### config.mk
export PLATFORM = sky130hd
export DESIGN_NAME = cache_ctrl_fsm
export DESIGN_NICKNAME = d
export VERILOG_FILES = /design/src/rtl/cache_ctrl_fsm.sv
export SDC_FILE = /design/constraint.sdc
export NUM_CORES = 1
export LEC_CHECK = 0
export ABC_CLOCK_PERIOD_IN_PS = 2400
export CAP_MARGIN = 30
export CORE_MARGIN = 3
export CORE_UTILIZATION = 41
export CTS_CLUSTER_SIZE = 10
export DETAILED_ROUTE_END_ITERATION = 8
export HOLD_SLACK_MARGIN = 0.12
export PLACE_DENSITY = 0.85
export SLEW_MARGIN = 10
export SYNTH_ARGS = -nofsm -noshare
export SYNTH_HDL_FRONTEND = slang
export SYNTH_SLANG_ARGS = --single-unit
### constraint.sdc
create_clock -name clk -period 2.4 [get_ports clk]
set_input_delay 0.48 -clock clk [delete_from_list [all_inputs] [get_ports clk]]
set_output_delay 0.48 -clock clk [all_outputs]
set_load 0.01 [all_outputs]
### src/rtl/cache_ctrl_fsm.sv
// rtl/cache_ctrl_fsm.sv - sequencing controller for a 4-way set-associative cache array
//
// Purpose:
//   Takes one CPU load/store at a time and drives the cache array's lookup.
//   - Hit: updates the LRU state and, for a store, the dirty bit.
//   - Miss: writes back a dirty victim beat by beat, refills the line from
//     next-level memory, installs the tag, then replays the lookup.
//
// Ports:
//   clk, rst                  clock, synchronous active-high reset
//   i_cpu_req/we/addr         CPU request (accepted when req & o_cpu_ready)
//   o_cpu_ready, o_cpu_done   idle indication, 1-cycle completion pulse
//   o_tag, o_index            latched request address fields driven to the array
//   i_hit                     per-way hit vector from the array (combinational)
//   i_victim_way/dirty/tag    LRU victim information for o_index
//   o_mem_req/we/addr         memory beat request, held until i_mem_ack
//   i_mem_ack                 beat accepted/returned this cycle
//   o_beat                    current beat number (array word select)
//   o_fill_en, o_fill_way     write refill beat into the array
//   o_tag_wr                  install tag, set valid, clear dirty in o_fill_way
//   o_set_dirty               set dirty bit of the hit way (store hit)
//   o_lru_update, o_lru_way   mark the way most-recently-used
//   o_err_multihit            sticky: more than one way hit during a lookup
module cache_ctrl_fsm #(
  parameter  int TAG_BITS    = 18,
  parameter  int INDEX_BITS  = 8,
  parameter  int OFFSET_BITS = 6,
  parameter  int WAYS        = 4,
  parameter  int DATA_WIDTH  = 32,
  localparam int WAY_BITS    = $clog2(WAYS),
  localparam int BEATS       = (2**OFFSET_BITS) * 8 / DATA_WIDTH,
  localparam int BEAT_BITS   = $clog2(BEATS)
) (
  input  logic                  clk,
  input  logic                  rst,
  input  logic                  i_cpu_req,
  input  logic                  i_cpu_we,
  input  logic [31:0]           i_cpu_addr,
  output logic                  o_cpu_ready,
  output logic                  o_cpu_done,
  output logic [TAG_BITS-1:0]   o_tag,
  output logic [INDEX_BITS-1:0] o_index,
  input  logic [WAYS-1:0]       i_hit,
  input  logic [WAY_BITS-1:0]   i_victim_way,
  input  logic                  i_victim_dirty,
  input  logic [TAG_BITS-1:0]   i_victim_tag,
  output logic                  o_mem_req,
  output logic                  o_mem_we,
  output logic [31:0]           o_mem_addr,
  input  logic                  i_mem_ack,
  output logic [BEAT_BITS-1:0]  o_beat,
  output logic                  o_fill_en,
  output logic [WAY_BITS-1:0]   o_fill_way,
  output logic                  o_tag_wr,
  output logic                  o_set_dirty,
  output logic                  o_lru_update,
  output logic [WAY_BITS-1:0]   o_lru_way,
  output logic                  o_err_multihit
);

  localparam int BYTE_BITS = OFFSET_BITS - BEAT_BITS;
  localparam logic [BEAT_BITS-1:0] LAST_BEAT = BEAT_BITS'(BEATS - 1);

  typedef enum logic [2:0] {
    S_IDLE,
    S_LOOKUP,
    S_WB,
    S_REFILL,
    S_INSTALL
  } state_t;

  state_t                state_q, state_d;
  logic [TAG_BITS-1:0]   tag_q, tag_d;
  logic [INDEX_BITS-1:0] index_q, index_d;
  logic                  we_q, we_d;
  logic [TAG_BITS-1:0]   vtag_q, vtag_d;
  logic [WAY_BITS-1:0]   vway_q, vway_d;
  logic [BEAT_BITS-1:0]  beat_q, beat_d;
  logic                  ready_q, ready_d;
  logic                  done_q, done_d;
  logic                  lru_upd_q, lru_upd_d;
  logic [WAY_BITS-1:0]   lru_way_q, lru_way_d;
  logic                  set_dirty_q, set_dirty_d;
  logic                  tag_wr_q, tag_wr_d;
  logic                  mem_req_q, mem_req_d;
  logic                  mem_we_q, mem_we_d;
  logic [31:0]           mem_addr_q, mem_addr_d;
  logic                  err_q, err_d;

  logic [WAY_BITS-1:0]   hit_way;
  logic                  multi_hit;
  logic [TAG_BITS-1:0]   beat_tag;

  // Byte offset never affects sequencing: whole lines are moved.
  logic unused_offset;
  assign unused_offset = ^i_cpu_addr[OFFSET_BITS-1:0];

  // Lowest-numbered hitting way wins; clearing the lowest set bit
  // leaves something behind only when two or more ways hit.
  always_comb begin
    hit_way = '0;
    for (int w = WAYS - 1; w >= 0; w--) begin
      if (i_hit[w]) hit_way = w[WAY_BITS-1:0];
    end
    multi_hit = |(i_hit & (i_hit - {{(WAYS-1){1'b0}}, 1'b1}));
  end

  always_comb begin
    state_d     = state_q;
    tag_d       = tag_q;
    index_d     = index_q;
    we_d        = we_q;
    vtag_d      = vtag_q;
    vway_d      = vway_q;
    beat_d      = beat_q;
    lru_way_d   = lru_way_q;
    err_d       = err_q;
    done_d      = 1'b0;
    lru_upd_d   = 1'b0;
    set_dirty_d = 1'b0;

    case (state_q)
      S_IDLE: begin
        if (i_cpu_req) begin
          tag_d   = i_cpu_addr[OFFSET_BITS+INDEX_BITS +: TAG_BITS];
          index_d = i_cpu_addr[OFFSET_BITS +: INDEX_BITS];
          we_d    = i_cpu_we;
          state_d = S_LOOKUP;
        end
      end
      S_LOOKUP: begin
        if (|i_hit) begin
          done_d      = 1'b1;
          lru_upd_d   = 1'b1;
          lru_way_d   = hit_way;
          set_dirty_d = we_q;
          if (multi_hit) err_d = 1'b1;
          state_d     = S_IDLE;
        end else begin
          vway_d  = i_victim_way;
          vtag_d  = i_victim_tag;
          beat_d  = '0;
          state_d = i_victim_dirty ? S_WB : S_REFILL;
        end
      end
      S_WB: begin
        if (i_mem_ack) begin
          if (beat_q == LAST_BEAT) begin
            beat_d  = '0;
            state_d = S_REFILL;
          end else begin
            beat_d = beat_q + BEAT_BITS'(1);
          end
        end
      end
      S_REFILL: begin
        if (i_mem_ack) begin
          if (beat_q == LAST_BEAT) begin
            beat_d  = '0;
            state_d = S_INSTALL;
          end else begin
            beat_d = beat_q + BEAT_BITS'(1);
          end
        end
      end
      S_INSTALL: begin
        state_d = S_LOOKUP;
      end
      default: begin
        state_d = S_IDLE;
      end
    endcase

    // Outputs are decoded from the next state so they are registered yet
    // line up with the state they belong to.
    ready_d    = (state_d == S_IDLE);
    tag_wr_d   = (state_d == S_INSTALL);
    mem_req_d  = (state_d == S_WB) || (state_d == S_REFILL);
    mem_we_d   = (state_d == S_WB);
    beat_tag   = (state_d == S_WB) ? vtag_d : tag_d;
    mem_addr_d = {beat_tag, index_d, beat_d, {BYTE_BITS{1'b0}}};
  end

  always_ff @(posedge clk) begin
    if (rst) begin
      state_q     <= S_IDLE;
      tag_q       <= '0;
      index_q     <= '0;
      we_q        <= 1'b0;
      vtag_q      <= '0;
      vway_q      <= '0;
      beat_q      <= '0;
      ready_q     <= 1'b1;
      done_q      <= 1'b0;
      lru_upd_q   <= 1'b0;
      lru_way_q   <= '0;
      set_dirty_q <= 1'b0;
      tag_wr_q    <= 1'b0;
      mem_req_q   <= 1'b0;
      mem_we_q    <= 1'b0;
      mem_addr_q  <= '0;
      err_q       <= 1'b0;
    end else begin
      state_q     <= state_d;
      tag_q       <= tag_d;
      index_q     <= index_d;
      we_q        <= we_d;
      vtag_q      <= vtag_d;
      vway_q      <= vway_d;
      beat_q      <= beat_d;
      ready_q     <= ready_d;
      done_q      <= done_d;
      lru_upd_q   <= lru_upd_d;
      lru_way_q   <= lru_way_d;
      set_dirty_q <= set_dirty_d;
      tag_wr_q    <= tag_wr_d;
      mem_req_q   <= mem_req_d;
      mem_we_q    <= mem_we_d;
      mem_addr_q  <= mem_addr_d;
      err_q       <= err_d;
    end
  end

  assign o_cpu_ready    = ready_q;
  assign o_cpu_done     = done_q;
  assign o_tag          = tag_q;
  assign o_index        = index_q;
  assign o_mem_req      = mem_req_q;
  assign o_mem_we       = mem_we_q;
  assign o_mem_addr     = mem_addr_q;
  assign o_beat         = beat_q;
  assign o_fill_way     = vway_q;
  assign o_tag_wr       = tag_wr_q;
  assign o_set_dirty    = set_dirty_q;
  assign o_lru_update   = lru_upd_q;
  assign o_lru_way      = lru_way_q;
  assign o_err_multihit = err_q;

  // The refill write must coincide with the ack that returns the beat,
  // so it is the one output left combinational.
  assign o_fill_en = (state_q == S_REFILL) && i_mem_ack;

endmodule

==> results.py <==
metrics = {
    "grt": {
        "gr-total-overflow": 0,
        "antenna_found_initial": 0,
        "grt_pass1_wl_microns": 12800,
        "grt_usage": 0.191,
        "grt_pass1_vias": 2585,
        "grt_start_max_net_pins": 37,
    },
    "final_layout": {
        "fillers": 566,
        "regArea_sq_um": 1620,
        "final_nets": 510,
        "synthToLayoutAreaGrowth_pct": 52.2,
        "drive_above_1_share": 0.0996,
        "fin_util": 0.662,
        "multi_input_area_sq_um": 1210,
        "postLayoutCellArea_sq_um": 4620,
        "diodes": 0,
    },
    "die": {
        "die-height_microns": 92.1,
        "dieArea_sq_um": 8480,
        "die_x_microns": 92.1,
        "core_sq_um": 6980,
        "boundaryPins": 137,
        "rows": 30,
        "initial_utilization": 0.435,
    },
    "critical_path": {
        "arrival_ns": 1.79,
        "setup.worst_path.start": "state_q[2]$_SDFF_PP0_",
        "start_kind": "flip-flop",
        "path_max_fanout": 7,
        "critPathMaxStageDelay_ns": 0.53,
        "ff2ff_path_depth": 9,
        "endpoint": "o_fill_en",
        "reg2reg_to": "o_mem_addr[26]$_SDFF_PP0_",
        "regToRegSetupSlack_ns": 0.30,
        "cp.depth": 4,
        "cpMaxStageDelayCell": "clkdlybuf4s50_1",
        "end_kind": "output pin",
        "cp_num_buf_inv": 2,
        "path_class": "reg -> out",
        "crit_required_ns": 1.92,
        "path_cells": "buf_4 > nor2b_2 > and3_1 > clkdlybuf4s50_1",
        "cp_top_family": "buffers and inverters",
        "r2r-start": "o_beat[0]$_SDFFE_PP0P_",
    },
    "logic_synthesis": {
        "synth_area_leaders": "dfxtp_1, nand2_1, mux2i_1",
        "synth_cells": 321,
        "synth_seq_cells": 81,
        "synth_area_sq_um": 3040,
        "synth_common_cells": "dfxtp_1, nand2_1, nor2_1",
        "synth_edf_count": 0,
        "ys_seq_area_frac": 0.534,
        "yosysMostFrequentCell": "dfxtp_1",
        "ys_dominant_reg_cell": "dfxtp_1",
        "postSynth.asyncResetShare": 0,
        "syn_area_per_cell_sq_um": 9.46,
        "netlist.top_cell.by_area": "dfxtp_1",
        "synth.distinct_cells": 37,
        "ys_warn_count": 0,
        "synth.top_cell.area_share": 0.534,
    },
    "route": {
        "antenna_left": 0,
        "wl_per_cell_microns": 15.0,
        "vias": 2711,
        "viasPerCell": 4.95,
        "routed_wl_microns": 8230,
        "drtIter0Drc": 77,
        "drc_errors": 0,
        "firstDrtPassIters": 4,
    },
    "cts": {
        "hold_buffers": 0,
        "cts_tree": "built",
        "cts.sinks": 81,
        "ctsLongestPathBuffers": 2,
        "clk_pin_slew_ns": 0.08,
        "clk_latency_ns": 0.34,
        "cts_made_buffers": 9,
        "clockRootBuffer": "clkbuf_8",
        "cts_max_level": 3,
    },
    "power": {
        "power.leakage_nw": 1.87,
        "vdd_drop_max_v": 0.000326,
        "powerDensity_nw_per_um2": 631,
    },
    "sta": {
        "rsz0062_at_grt": "no",
        "timing.final.ws_setup_ns": 0.125,
        "finalSetupViolCount": 0,
        "period_share": 0.948,
        "drv_slew": 0,
        "fin_skew_ns": 0.00999,
        "finalHoldViolCount": 0,
        "fmax_ghz": 0.440,
        "finalCriticalPeriod_ns": 2.27,
    },
    "placement": {
        "post-dp-hpwl_microns": 6080,
        "gp_congestion": 0.820,
        "io_buffers": 128,
        "pre_cts_slack_ns": -0.157,
        "post_dp_cell_area_sq_um": 4400,
    },
    "run_status": {
        "status": "completed",
    },
    "job": {
        "max_cap_viol_count": 0,
    },
    "worst_hold_path": {
        "hold_path.class": "in -> reg",
    },
}
## cell families after synthesis
kind of cell / synth area share
and+or+nand+nor: 0.190
adders and majority gates: 0.00412
other: 0.00123
AOI/OAI and AO/OA: 0.134
DFF: 0.534
buffers and inverters: 0.0680
xor gates and xnor gates: 0.00288
muxes: 0.0659
## stage by stage
step                      setup TNS, ns  hold WS (ns)  cells  total power, W
after detailed placement          -2.29         0.448    532         0.00187
after CTS                             0         0.354    548         0.00294
after global placement            -5.24         0.441    531         0.00186
after global routing                  0         0.362    548         0.00303
after floorplan                       0         0.430    322         0.00161
final                                 0         0.377    548         0.00291
## state kept, by name (all words and copies together), names as in the netlist, 2 cells and up
name / flops
o_tag: 18
o_beat: 3
state_q: 3
o_mem_addr: 20
o_fill_way: 2
o_index: 7
vtag_q: 18
o_lru_way: 2
## area by class of cell
type | instances | share of cell area
Sequential cell | 81 | 0.351
Timing Repair Buffer | 148 | 0.312
Multi-Input combinational cell | 206 | 0.263
Clock buffer | 10 | 0.0276
Tap cell | 96 | 0.0260
Clock inverter | 6 | 0.0195
Inverter | 1 | 0.000812
## worst min-delay path by stage
stage                       from  slack (ns)                      to  depth (start not counted)
2_1_floorplan  we_q$_SDFFE_PP0P_        0.43  o_set_dirty$_SDFF_PP0_                          1
3_3_place_gp   we_q$_SDFFE_PP0P_        0.44  o_set_dirty$_SDFF_PP0_                          1
3_5_place_dp   we_q$_SDFFE_PP0P_        0.45       we_q$_SDFFE_PP0P_                          2
4_1_cts                      rst        0.35    o_mem_req$_SDFF_PP0_                          2
5_1_grt                      rst        0.36    o_mem_req$_SDFF_PP0_                          2
6_report                     rst        0.38    o_mem_req$_SDFF_PP0_                          2
## routing by layer
layer / vias up / track usage / share of wire
li1: 1327 / - / -
met1: 1261 / 0.229 / 0.42
met2: 117 / 0.330 / 0.50
met3: 6 / 0.0533 / 0.069
met4: 0 / 0.0594 / 0.0089
met5: - / 0 / 0
## power breakdown
part           internal (W)  switching [W]  leakage, nW  total (W)
Sequential          0.00140      0.0000292        0.662    0.00143
Clock              0.000590       0.000491        0.107    0.00108
Combinational      0.000240       0.000165         1.10   0.000405
## repair_timing
item | 4_1_cts | 5_1_grt
setup endpoints to repair | 1 | 1
buffers inserted | 0 | 0
gates resized for setup | 1 | 1
## placed cells by master, fill, tap and decap left out, types with 4 or more instances in the layout
cell / n
nor2_1: 36
a21oi_1: 31
clkbuf_8: 9
o21ai_0: 4
mux2i_1: 20
clkdlybuf4s50_1: 127
nand2_1: 59
nor3_1: 6
dfxtp_1: 80
a2bb2oi_1: 18
buf_4: 18
(Power assumes the default switching activity.)
